[config.mk]
export PLATFORM = sky130hd
export DESIGN_NAME = tour_cmd_seq
export DESIGN_NICKNAME = d
export VERILOG_FILES = /design/src/rtl/tour_pkg.sv /design/src/rtl/knight_move_decode.sv /design/src/rtl/tour_cmd_seq.sv
export SDC_FILE = /design/constraint.sdc
export NUM_CORES = 1
export LEC_CHECK = 0
export BUFFER_PORTS_ARGS = -buffer_cell sky130_fd_sc_hd__buf_2
export CORE_ASPECT_RATIO = 1.25
export CORE_UTILIZATION = 35
export DETAILED_ROUTE_END_ITERATION = 8
export PLACE_DENSITY = 0.69
export SETUP_SLACK_MARGIN = 0.15
export SLEW_MARGIN = 30
export SYNTH_ARGS = -nofsm -noshare
export SYNTH_HDL_FRONTEND = slang
export SYNTH_SLANG_ARGS = --single-unit
[constraint.sdc]
create_clock -name clk -period 2.8 [get_ports clk]
set_input_delay 0 -clock clk [delete_from_list [all_inputs] [get_ports clk]]
set_output_delay 0 -clock clk [all_outputs]
set_load 0.02 [all_outputs]
[src/rtl/tour_pkg.sv]
// Shared constants and state type for the knight-tour command sequencer.
// Imported by knight_move_decode and tour_cmd_seq.
package tour_pkg;

    localparam logic [3:0] OP_MOVE    = 4'h2;
    localparam logic [3:0] OP_MOVE_FF = 4'h3;

    localparam logic [7:0] HDG_N = 8'h00;
    localparam logic [7:0] HDG_W = 8'h3F;
    localparam logic [7:0] HDG_S = 8'h7F;
    localparam logic [7:0] HDG_E = 8'hBF;

    localparam logic [7:0] RESP_DONE_DEF = 8'hA5;
    localparam logic [7:0] RESP_BUSY_DEF = 8'h5A;

    typedef enum logic [2:0] {
        ST_IDLE,
        ST_VERT,
        ST_HOLD_V,
        ST_HORZ,
        ST_HOLD_H
    } tour_state_t;

endpackage

[src/rtl/knight_move_decode.sv]
// Combinational split of a one-hot knight move into a vertical-leg command
// and a horizontal-leg command.
module knight_move_decode
    import tour_pkg::*;
(
    input  logic [7:0]  move,
    output logic [15:0] vert_cmd,
    output logic [15:0] horz_cmd
);

    logic [2:0] sel;
    logic       hit;
    logic [3:0] v_sq;
    logic [3:0] h_sq;
    logic [7:0] v_hdg;
    logic [7:0] h_hdg;

    always_comb begin
        sel   = 3'd0;
        hit   = 1'b0;
        v_sq  = 4'd0;
        h_sq  = 4'd0;
        v_hdg = HDG_N;
        h_hdg = HDG_N;

        // Scan downward so the lowest set bit is the one that sticks.
        for (int i = 7; i >= 0; i--) begin
            if (move[i]) begin
                sel = i[2:0];
                hit = 1'b1;
            end
        end

        if (hit) begin
            case (sel)
                3'd0: begin v_sq = 4'd2; v_hdg = HDG_N; h_sq = 4'd1; h_hdg = HDG_E; end
                3'd1: begin v_sq = 4'd2; v_hdg = HDG_N; h_sq = 4'd1; h_hdg = HDG_W; end
                3'd2: begin v_sq = 4'd1; v_hdg = HDG_N; h_sq = 4'd2; h_hdg = HDG_W; end
                3'd3: begin v_sq = 4'd1; v_hdg = HDG_S; h_sq = 4'd2; h_hdg = HDG_W; end
                3'd4: begin v_sq = 4'd2; v_hdg = HDG_S; h_sq = 4'd1; h_hdg = HDG_W; end
                3'd5: begin v_sq = 4'd2; v_hdg = HDG_S; h_sq = 4'd1; h_hdg = HDG_E; end
                3'd6: begin v_sq = 4'd1; v_hdg = HDG_S; h_sq = 4'd2; h_hdg = HDG_E; end
                3'd7: begin v_sq = 4'd1; v_hdg = HDG_N; h_sq = 4'd2; h_hdg = HDG_E; end
            endcase
        end

        vert_cmd = {OP_MOVE, v_hdg, v_sq};
        horz_cmd = {OP_MOVE_FF, h_hdg, h_sq};
    end

endmodule

[src/rtl/tour_cmd_seq.sv]
// Tour command sequencer: turns each knight move into vertical+horizontal legs
// and muxes them with UART commands onto the cmd_proc bus. Macro TOUR_ABORT_EN adds UART abort.
//
// state     | meaning
// ST_IDLE   | UART commands pass through to cmd_proc
// ST_VERT   | vertical leg offered, waiting for clr_cmd_rdy
// ST_HOLD_V | vertical leg executing, waiting for send_resp
// ST_HORZ   | horizontal leg offered, waiting for clr_cmd_rdy
// ST_HOLD_H | horizontal leg executing, waiting for send_resp
module tour_cmd_seq
    import tour_pkg::*;
#(
    parameter int          BOARD_DIM = 5,
    parameter int          IDX_W     = $clog2(BOARD_DIM * BOARD_DIM),
    parameter logic [7:0]  RESP_DONE = RESP_DONE_DEF,
    parameter logic [7:0]  RESP_BUSY = RESP_BUSY_DEF
) (
    input  logic             clk,
    input  logic             rst_n,
    input  logic             start_tour,
    input  logic [7:0]       move,
    output logic [IDX_W-1:0] mv_indx,
    input  logic [15:0]      cmd_UART,
    input  logic             cmd_rdy_UART,
    input  logic             clr_cmd_rdy,
    output logic             clr_cmd_rdy_UART,
    input  logic             send_resp,
    output logic [15:0]      cmd,
    output logic             cmd_rdy,
    output logic [7:0]       resp,
    output logic             tour_active
);

    localparam int               NUM_MOVES = BOARD_DIM * BOARD_DIM - 1;
    localparam logic [IDX_W-1:0] LAST_IDX  = IDX_W'(NUM_MOVES - 1);

    tour_state_t      state;
    tour_state_t      state_nxt;
    logic [IDX_W-1:0] mv_nxt;
    logic [15:0]      vert_cmd;
    logic [15:0]      horz_cmd;
    logic             abort_req;
    logic             last_move;

    knight_move_decode u_decode (
        .move     (move),
        .vert_cmd (vert_cmd),
        .horz_cmd (horz_cmd)
    );

`ifdef TOUR_ABORT_EN
    assign abort_req = cmd_rdy_UART & send_resp;
`else
    assign abort_req = 1'b0;
`endif

    assign last_move   = (mv_indx == LAST_IDX);
    assign tour_active = (state != ST_IDLE);

    always_ff @(posedge clk or negedge rst_n) begin
        if (!rst_n) begin
            state   <= ST_IDLE;
            mv_indx <= '0;
        end else begin
            state   <= state_nxt;
            mv_indx <= mv_nxt;
        end
    end

    always_comb begin
        state_nxt        = state;
        mv_nxt           = mv_indx;
        cmd              = vert_cmd;
        cmd_rdy          = 1'b0;
        clr_cmd_rdy_UART = 1'b0;
        resp             = RESP_BUSY;

        case (state)
            ST_IDLE: begin
                cmd              = cmd_UART;
                cmd_rdy          = cmd_rdy_UART;
                clr_cmd_rdy_UART = clr_cmd_rdy;
                resp             = RESP_DONE;
                if (start_tour) begin
                    state_nxt = ST_VERT;
                    mv_nxt    = '0;
                end
            end
            ST_VERT: begin
                cmd_rdy = 1'b1;
                if (clr_cmd_rdy) state_nxt = ST_HOLD_V;
            end
            ST_HOLD_V: begin
                if (abort_req) begin
                    resp      = RESP_DONE;
                    state_nxt = ST_IDLE;
                    mv_nxt    = '0;
                end else if (send_resp) begin
                    state_nxt = ST_HORZ;
                end
            end
            ST_HORZ: begin
                cmd     = horz_cmd;
                cmd_rdy = 1'b1;
                if (clr_cmd_rdy) state_nxt = ST_HOLD_H;
            end
            ST_HOLD_H: begin
                cmd = horz_cmd;
                if (last_move) resp = RESP_DONE;
                if (abort_req) begin
                    resp      = RESP_DONE;
                    state_nxt = ST_IDLE;
                    mv_nxt    = '0;
                end else if (send_resp) begin
                    if (last_move) begin
                        state_nxt = ST_IDLE;
                    end else begin
                        mv_nxt    = mv_indx + 1'b1;
                        state_nxt = ST_VERT;
                    end
                end
            end
            default: state_nxt = ST_IDLE;
        endcase
    end

endmodule

# Yosys cells after proc, flatten, opt, wreduce, memory -nomap -nowiden

Memories as Yosys holds them, arrays and structs flattened.
Cells that the tools add are included.

Bits in registers: 8
Memory bits (read-only): 96
Output and inout port bits: 32
Memories: 1

Add/subtract/negate cells: 1
Eq/ne operators: 11
Mux-type cells: 36
Reductions and logical operators: 7

Memory list:

| memory           | depth | bits a word | rd ports | clocked after Yosys merged registers in | wr ports | RTL line                 | text |
|---|---|---|---|---|---|---|---|
| (name not given) | 8     | 12          | 1        | 0                                       | 0        | knight_move_decode.sv:35 | `case (sel)` |

Operators with widths:

| kind                                                | number |
|---|---|
| two-way mux 3 bit                                   | 13 |
| case mux 16 bit (2 select lines)                    | 1 |
| two-way mux 8 bit                                   | 3 |
| case mux 8 bit (2 select lines)                     | 1 |
| two-way mux 5 bit                                   | 3 |
| case mux 3 bit (5 select lines)                     | 1 |
| inequality test 2 bit, second input constant        | 6 |
| two-way mux 1 bit                                   | 10 |
| case mux 5 bit (2 select lines)                     | 1 |
| two-way mux 4 bit                                   | 2 |
| equality test 3 x 2 -> 1 bit, second input constant | 2 |
| adder 5 x 1 -> 5 bit, second input constant         | 1 |
| equality test 5 bit, second input constant          | 1 |
| AND reduction 5 bit                                 | 1 |
| AND reduction 4 bit                                 | 1 |
| OR reduction 2 bit                                  | 2 |
| equality test 3 x 1 -> 1 bit, second input constant | 1 |
| equality test 3 bit, second input constant          | 1 |
| zero test 3 bit                                     | 1 |
| nonzero test 3 bit                                  | 1 |
| case mux 1 bit (2 select lines)                     | 1 |
| nonzero test 2 bit                                  | 1 |

# Depth between registers and ports, before layout

Gate-level depths: netlist of the first run.
An unclocked memory read counts as a cell.

Word-level depth: 11
Depth in mapped cells: 6

# Modules after synthesis

A second synthesis of the first run with hierarchy kept.

Cells, all modules: 146
Area total of the unflattened synthesis: 1229.9 um2

By module, submodules not included:

| module             | times used | cells each | area an instance (um2) | seq. area each (um2) |
|---|---|---|---|---|
| tour_cmd_seq       | 1          | 104        | 927.1                  | 200.2 |
| knight_move_decode | 1          | 42         | 302.8                  | 0.0 |

# Worst setup path before layout of the first run

OpenSTA, ideal clock, no wires.

Path kind: register to register
Start point: register mv_indx[0]
End point: register mv_indx[4]
Library setup time: 66 ps
Data arrival time: 1547 ps
Required time: 2734 ps
Path slack: 1187 ps
Cell stages (with the launch flop): 6
Buffers on the path: 0
Clock period less this slack: 1613 ps
Path through: dfrtp_1 ha_1 nand4b_1 nand4_4 or4b_1 nand2_1

Cells in the longest elaborated chain, start to end: 4

RTL lines:

| what                            | RTL line            | text |
|---|---|---|
| start, declared                 | tour_cmd_seq.sv:22  | `output logic [IDX_W-1:0] mv_indx,` |
| start signal, assigned          | tour_cmd_seq.sv:66  | `mv_indx <= mv_nxt;` |
| adder 5 x 1 -> 5 bit            | tour_cmd_seq.sv:118 | `mv_nxt = mv_indx + 1'b1;` |
| two-way mux 5 bit               | tour_cmd_seq.sv:115 | `if (last_move) begin` |
| two-way mux 5 bit               | tour_cmd_seq.sv:114 | `end else if (send_resp) begin` |
| case mux 5 bit (2 select lines) | tour_cmd_seq.sv:78  | `case (state)` |

Parallel ways exist; a longest one is shown, timed or not. The select of a mux whose other input is x is not followed.
A chain may end at the register's enable or synchronous reset.

# Final worst setup path of the first run

Start point: register state[2]
End point: output cmd[4]

Cells in the longest elaborated chain, start to end: 3

RTL lines:

| what                                                                       | RTL line           | text |
|---|---|---|
| start, declared                                                            | tour_cmd_seq.sv:37 | `tour_state_t state;` |
| start signal, assigned                                                     | tour_cmd_seq.sv:65 | `state <= state_nxt;` |
| equality test 3 bit / equality test 3 x 2 -> 1 bit (equally long branches) | tour_cmd_seq.sv:78 |  |
| OR reduction 2 bit (no source line)                                        | --                 |  |
| case mux 16 bit (2 select lines) (*)                                       | tour_cmd_seq.sv:78 |  |
| end, declared                                                              | tour_cmd_seq.sv:28 | `output logic [15:0] cmd,` |

Every way passes the cells marked *; elsewhere a longest branch is shown, timed or not.

==> run summary, run 1 <==
Hold WS: 0.01914 ns
R2R cell count: 5
Post-Syn Instances: 116
CTS Buffer Depth: 2
Initial DRC count: 23
Avg WL per Cell: 12.23 um
Final setup violation count: 0
Crit end category: output port
Hold Crit Depth: 2
Yosys cell types: 43
Syn avg cell area: 7.949 um2
CTS root buf: clkbuf_4
CP required: 2.80 ns
Top FF cell, synth: dfrtp_1
Largest stage delay, worst path: 0.66 ns
Post-synthesis sequential area ratio: 0.2171
CTS tree: built
Max-cap viol count: 0
CP Buf/Inv Count: 1
Reg-to-reg startpoint: state[1]
FF-to-FF End: mv_indx[4]
Area added between synthesis and finish: 32.02%
Vias per cell: 5.182
Initial antenna violation count: 0
P_leak: 0.0006521 uW
Area fraction of the dominant cell type after synthesis: 0.2171
First-pass GRT wire length: 3546 um
Slowest cell on crit path: dfrtp_1
Final wirelength: 2483 um
Worst hold start: send_resp
Max_slew headroom: 0.6605
Post-synth ARST share: 1.000
H-tree Lvls: 1
Max Freq: 507.3 MHz
Final Hold Fails: 0
Outcome: finished, final reports clean
CP Max Fanout: 17
First-pass detailed-route iteration total: 4
Post-Route Setup TNS: 0 ns
Post-CTS resize count: 0
Core box area: 2452 um2
Fin crit period: 1.971 ns
RSZ-0062 raised after global routing: no
Cts bufs inserted: 3
Peak VDD IR: 0.4576 mV
Pin slew with the least headroom to its limit: 0.5093 ns
Final Max Tran Viols: 0
Hold Path End: state[2]
Mapped cell area: 922.1 um2
Worst-skew pair later-pin latency: 0.25 ns
Port buffer count: 61
Routed vias: 1052
Pwr dens: 1055 nW/um2
CP Class: flop to output port
Clk slew on worst S/H paths: 0.05 ns
Total congestion overflow: 0
Synth area leaders: dfrtp_1, a21o_1, buf_4
Initial core utilization: 0.3760
CP delay by family, top: flip-flops
Post-synth top cells: nand2_1, nor2_1, dfrtp_1
Startpoint types: flop
Setup slack, reg-to-reg: 1.14 ns
Die H: 59.39 um
Number of global-route vias before repair: 817
Row count: 20
I/O pins: 62
RePlAce Congestion: 0.8594
Die ar.: 2845 um2
Tot GR Track Use: 0.1731
Sink Count: 8
Final ANT Viol Nets: 0
Pin count of the biggest net entering global routing: 18
DP HPWL: 1949 um
Layout cells sized above 1: 0.4412
DRC viols: 0
Final net count: 203
Cell taking the most area after synthesis: dfrtp_1
Final period utilization: 0.7040
Flop and latch count out of synthesis: 8
Antenna Cells: 0
Clock Skews: 0.002394 ns
CP cell instances: nand3b_1 > o31ai_2 > o41ai_4 > a21o_1 > buf_2
Worst hold path class: primary input to flop
Post-synth EDFFs: 0
Synth warn: 0
WP data arrival: 1.97 ns
Post-Syn Nets: 147
Die width: 47.91 um
## worst reg2reg max path, stage by stage (launching register included)
cell and delay (ns):
dfrtp_1 0.64, nor3_2 0.09, buf_4 0.19, nand2_1 0.16, or4b_1 0.45, nand2_1 0.07
## layout by cell type, fill, tap and decap left out, drive strengths merged, types with 4 or more instances in the layout
master | synthesis | final
dfrtp | 8 | 8
nor2 | 11 | 11
or2 | 4 | 4
and2 | 5 | 5
a21oi | 4 | 4
inv | 7 | 7
a21o | 7 | 7
buf | 10 | 62
o211ai | 5 | 5
nor3 | 4 | 4
nand3 | 5 | 5
nand2 | 10 | 10
o21ai | 6 | 6
## where the power goes
| group | leakage [uW] | internal [uW] | switching (uW) | total (uW) |
|---|---|---|---|---|
| combinational | 0.000530 | 358 | 630 | 989 |
| sequential | 0.000108 | 135 | 76.4 | 211 |
| clock | 0.0000138 | 48.8 | 35.9 | 84.7 |
| total | 0.000652 | 542 | 743 | 1280 |
## worst max path at each step
stage | start | endpoint | slack [ns] | cells past startpoint
after floorplan | mv_indx[0] | mv_indx[4] | 1.19 | 5
after global placement | state[2] | cmd[7] | 1.15 | 5
after detailed placement | state[2] | cmd[4] | 1.10 | 5
after CTS | state[2] | cmd[4] | 0.81 | 5
after global routing | state[2] | cmd[4] | 0.68 | 5
final | state[2] | cmd[4] | 0.83 | 5
## sequential cells by signal (all words and copies together), names as in the netlist
signal and cells:
mv_indx 5, state 3
## area by class of cell
cell class | count | area, um2
clock buffer | 3 | 22.52
timing repair buffer | 63 | 322.8
tap | 33 | 41.29
inverter | 7 | 26.28
fill | 265 | 1235
multi-input combinational | 89 | 604.3
sequential | 8 | 200.2
## cells by family (layout without fill, tap and decap cells)
group	Yosys count	count (layout)	share of synthesized area
adder cells (fa/ha/maj)	1	1	0.01357
AND/OR/NAND/NOR	50	50	0.3297
buffers and inverters	19	73	0.1275
XOR/XNOR	1	1	0.009500
AO/OA/AOI/OAI	37	37	0.3026
flip-flops	8	8	0.2171
## repair_timing
action | 4_1_cts | 5_1_grt
buffers inserted | 0 | 0
hold endpoints to repair | 8 | 0
hold buffers | 1 | 0
endpoints found under the setup margin | 0 | 0
## stage by stage
step,area (um2),util,cells,power (uW),setup slack [ns]
after floorplan,922.1,-,116,1001,1.187
after global placement,1185,0.4832,199,1196,1.149
after detailed placement,1185,0.4832,199,1206,1.098
after CTS,1217,0.4964,203,1298,0.8077
after global routing,1217,0.4964,203,1382,0.6810
final,1217,0.4964,203,1285,0.8289
## layer usage
layer	part of all wire	routed length, um	up-vias	global-route usage
met5	0	0	-	0
met4	0.010	25	0	0.07143
met3	0.046	113	4	0.01829
met2	0.50	1234	38	0.2876
met1	0.45	1109	478	0.2201
li1	-	-	532	-
Note: power is estimated with default switching activity, not from simulation.
==> run 2, diff against run 1 <==
clock period = 1.85 ns   (was 2.8 ns; I/O delays follow)
==> run 2 against run 1 <==
Compared with the run above: wire length rose by 11%; cell area rose by 12%; critical endpoint is now cmd[8]; largest power group unchanged; highest routed layer unchanged; first-iteration DRC count fell by 30%; largest cell class unchanged; combinational power rose by 83%; register-to-register slack got worse by 0.92 ns; via count rose by 5.6%.
==> run summary, run 2 (synthesis gave the netlist of run 1 again) <==
Outcome: finished, final reports clean
Clk slew on worst S/H paths: 0.06 ns
Final wirelength: 2762 um
Layout cells sized above 1: 0.5000
Busiest grt layer: met2
First-pass GRT wire length: 3995 um
Post-route cell area: 1360 um2
I/O pins: 62
Die H: 59.39 um
RePlAce Congestion: 0.8447
Worst-skew pair later-pin latency: 0.26 ns
Internal power: 1002 uW
Row count: 20
Post-Route Setup TNS: 0 ns
Initial antenna violation count: 0
Core box area: 2452 um2
Die width: 47.91 um
CP required: 1.85 ns
Cts bufs inserted: 3
Max Freq: 585.2 MHz
Sw power: 1190 uW
Port buffer count: 61
Top reg by flops: mv_indx
Tot Pwr: 2192 uW
Number of global-route vias before repair: 915
Pin slew with the least headroom to its limit: 0.4371 ns
CTS root buf: clkbuf_4
Grt met3 use: 0.02744
Clock group share of total power: 0.062
Routed vias: 1111
Final period utilization: 0.9237
Clock Skews: 0.007523 ns
Total congestion overflow: 0
Startpoint types: flop
Most common library cell in the layout ignoring fill and taps: buf_2
Initial core utilization: 0.3760
CTS Buffer Depth: 2
Final Max Tran Viols: 0
Crit end category: output port
Biggest regs: mv_indx x5, state x3
Setup slack, reg-to-reg: 0.22 ns
FF-to-FF End: mv_indx[4]
Final Hold Fails: 0
Max-cap viol count: 0
Final ANT Viol Nets: 0
Final setup violation count: 0
Slowest cell on crit path: dfrtp_2
Global-route track usage on met2: 0.3398
WP data arrival: 1.71 ns
First-pass detailed-route iteration total: 6
Avg WL per Cell: 12.85 um
Antenna Cells: 0
Initial DRC count: 16
Met1 usage: 0.2203
H-tree Lvls: 1
P_leak: 0.0007087 uW
Sink Count: 8
Max reg flops: 5
RSZ-0062 raised after global routing: yes
CP cell instances: or3b_1 > a32o_2 > o41ai_4 > a21o_1 > buf_2
Switching part of the total: 0.5431
Placed Area: 1192 um2
CP Max Fanout: 6
Reg-to-reg startpoint: mv_indx[0]
Die ar.: 2845 um2
Fillers: 252
Max_slew headroom: 0.7076
Peak VDD IR: 0.7274 mV
Worst hold path class: primary input to async pin
Most frequent cells in the layout: buf_2, buf_4, nor2_1, nand2_1
Pwr dens: 1612 nW/um2
Largest stage delay, worst path: 0.45 ns
Power share of the combinational group: 0.824
Tot GR Track Use: 0.1930
Fin crit period: 1.709 ns
CTS tree: built
DP HPWL: 2007 um
DRC viols: 0
Area added between synthesis and finish: 47.49%
Final net count: 215
Vias per cell: 5.167
Reg power frac: 0.114
R2R cell count: 6
Pin count of the biggest net entering global routing: 16
CP Class: flop to output port
-- run 2: final cells by class --
cell class,count,area [um2],area share
repair buffers,74,435.4,0.3201
clock buffers,3,22.52,0.01656
flip-flops and latches,8,202.7,0.1490
multi-input cells,90,631.9,0.4646
inverters,7,26.28,0.01932
well taps,33,41.29,0.03036
-- run 2: routing by layer --
metal | share of wire | wire length [um]
met1 | 0.40 | 1110
met2 | 0.53 | 1458
met3 | 0.043 | 118
met4 | 0.027 | 74
met5 | 0 | 0
-- run 2: through the flow --
step,hold slack (ns),instances,worst slack (ns),util
floorplan,-0.2956,116,0.2373,-
CTS,0.08255,212,0.1561,0.5347
finish,0.1126,215,0.1412,0.5546
global route,0.1107,215,0.07020,0.5546
global placement,-0.1517,200,0.2491,0.4862
detailed placement,-0.1448,200,0.1786,0.4862
-- run 2: power by group through the flow --
stage                     logic (uW)  registers (uW)  clock network (uW)
final                           1810             249                 136
after CTS                       1760             248                 137
after global routing            1950             256                 153
after global placement          1520             294                   0
after floorplan                 1290             226                   0
after detailed placement        1530             298                   0
-- run 2: worst max-delay path, delay by kind of cell (launching register included) --
kind            cells  cell delay [ns]
flops               1             0.45
simple gates        1             0.39
compound gates      3             0.47
buf+inv             1             0.15
-- run 2: worst max path at each step --
stage | startpoint | end | slack [ns] | depth (start not counted)
after global placement | state[1] | cmd[7] | 0.25 | 5
after CTS | state[1] | cmd[5] | 0.16 | 5
after floorplan | mv_indx[0] | mv_indx[4] | 0.24 | 5
after global routing | state[1] | cmd[5] | 0.07 | 5
after detailed placement | state[1] | cmd[5] | 0.18 | 5
final | state[1] | cmd[8] | 0.14 | 5
-- run 2: what timing repair did --
action,4_1_cts,5_1_grt
endpoints found under the setup margin,9,15
endpoints found under the hold margin,9,0
gates resized for setup,6,5
setup buffers,7,2
hold buffers,2,0
gates cloned,0,1
pin swaps,2,1
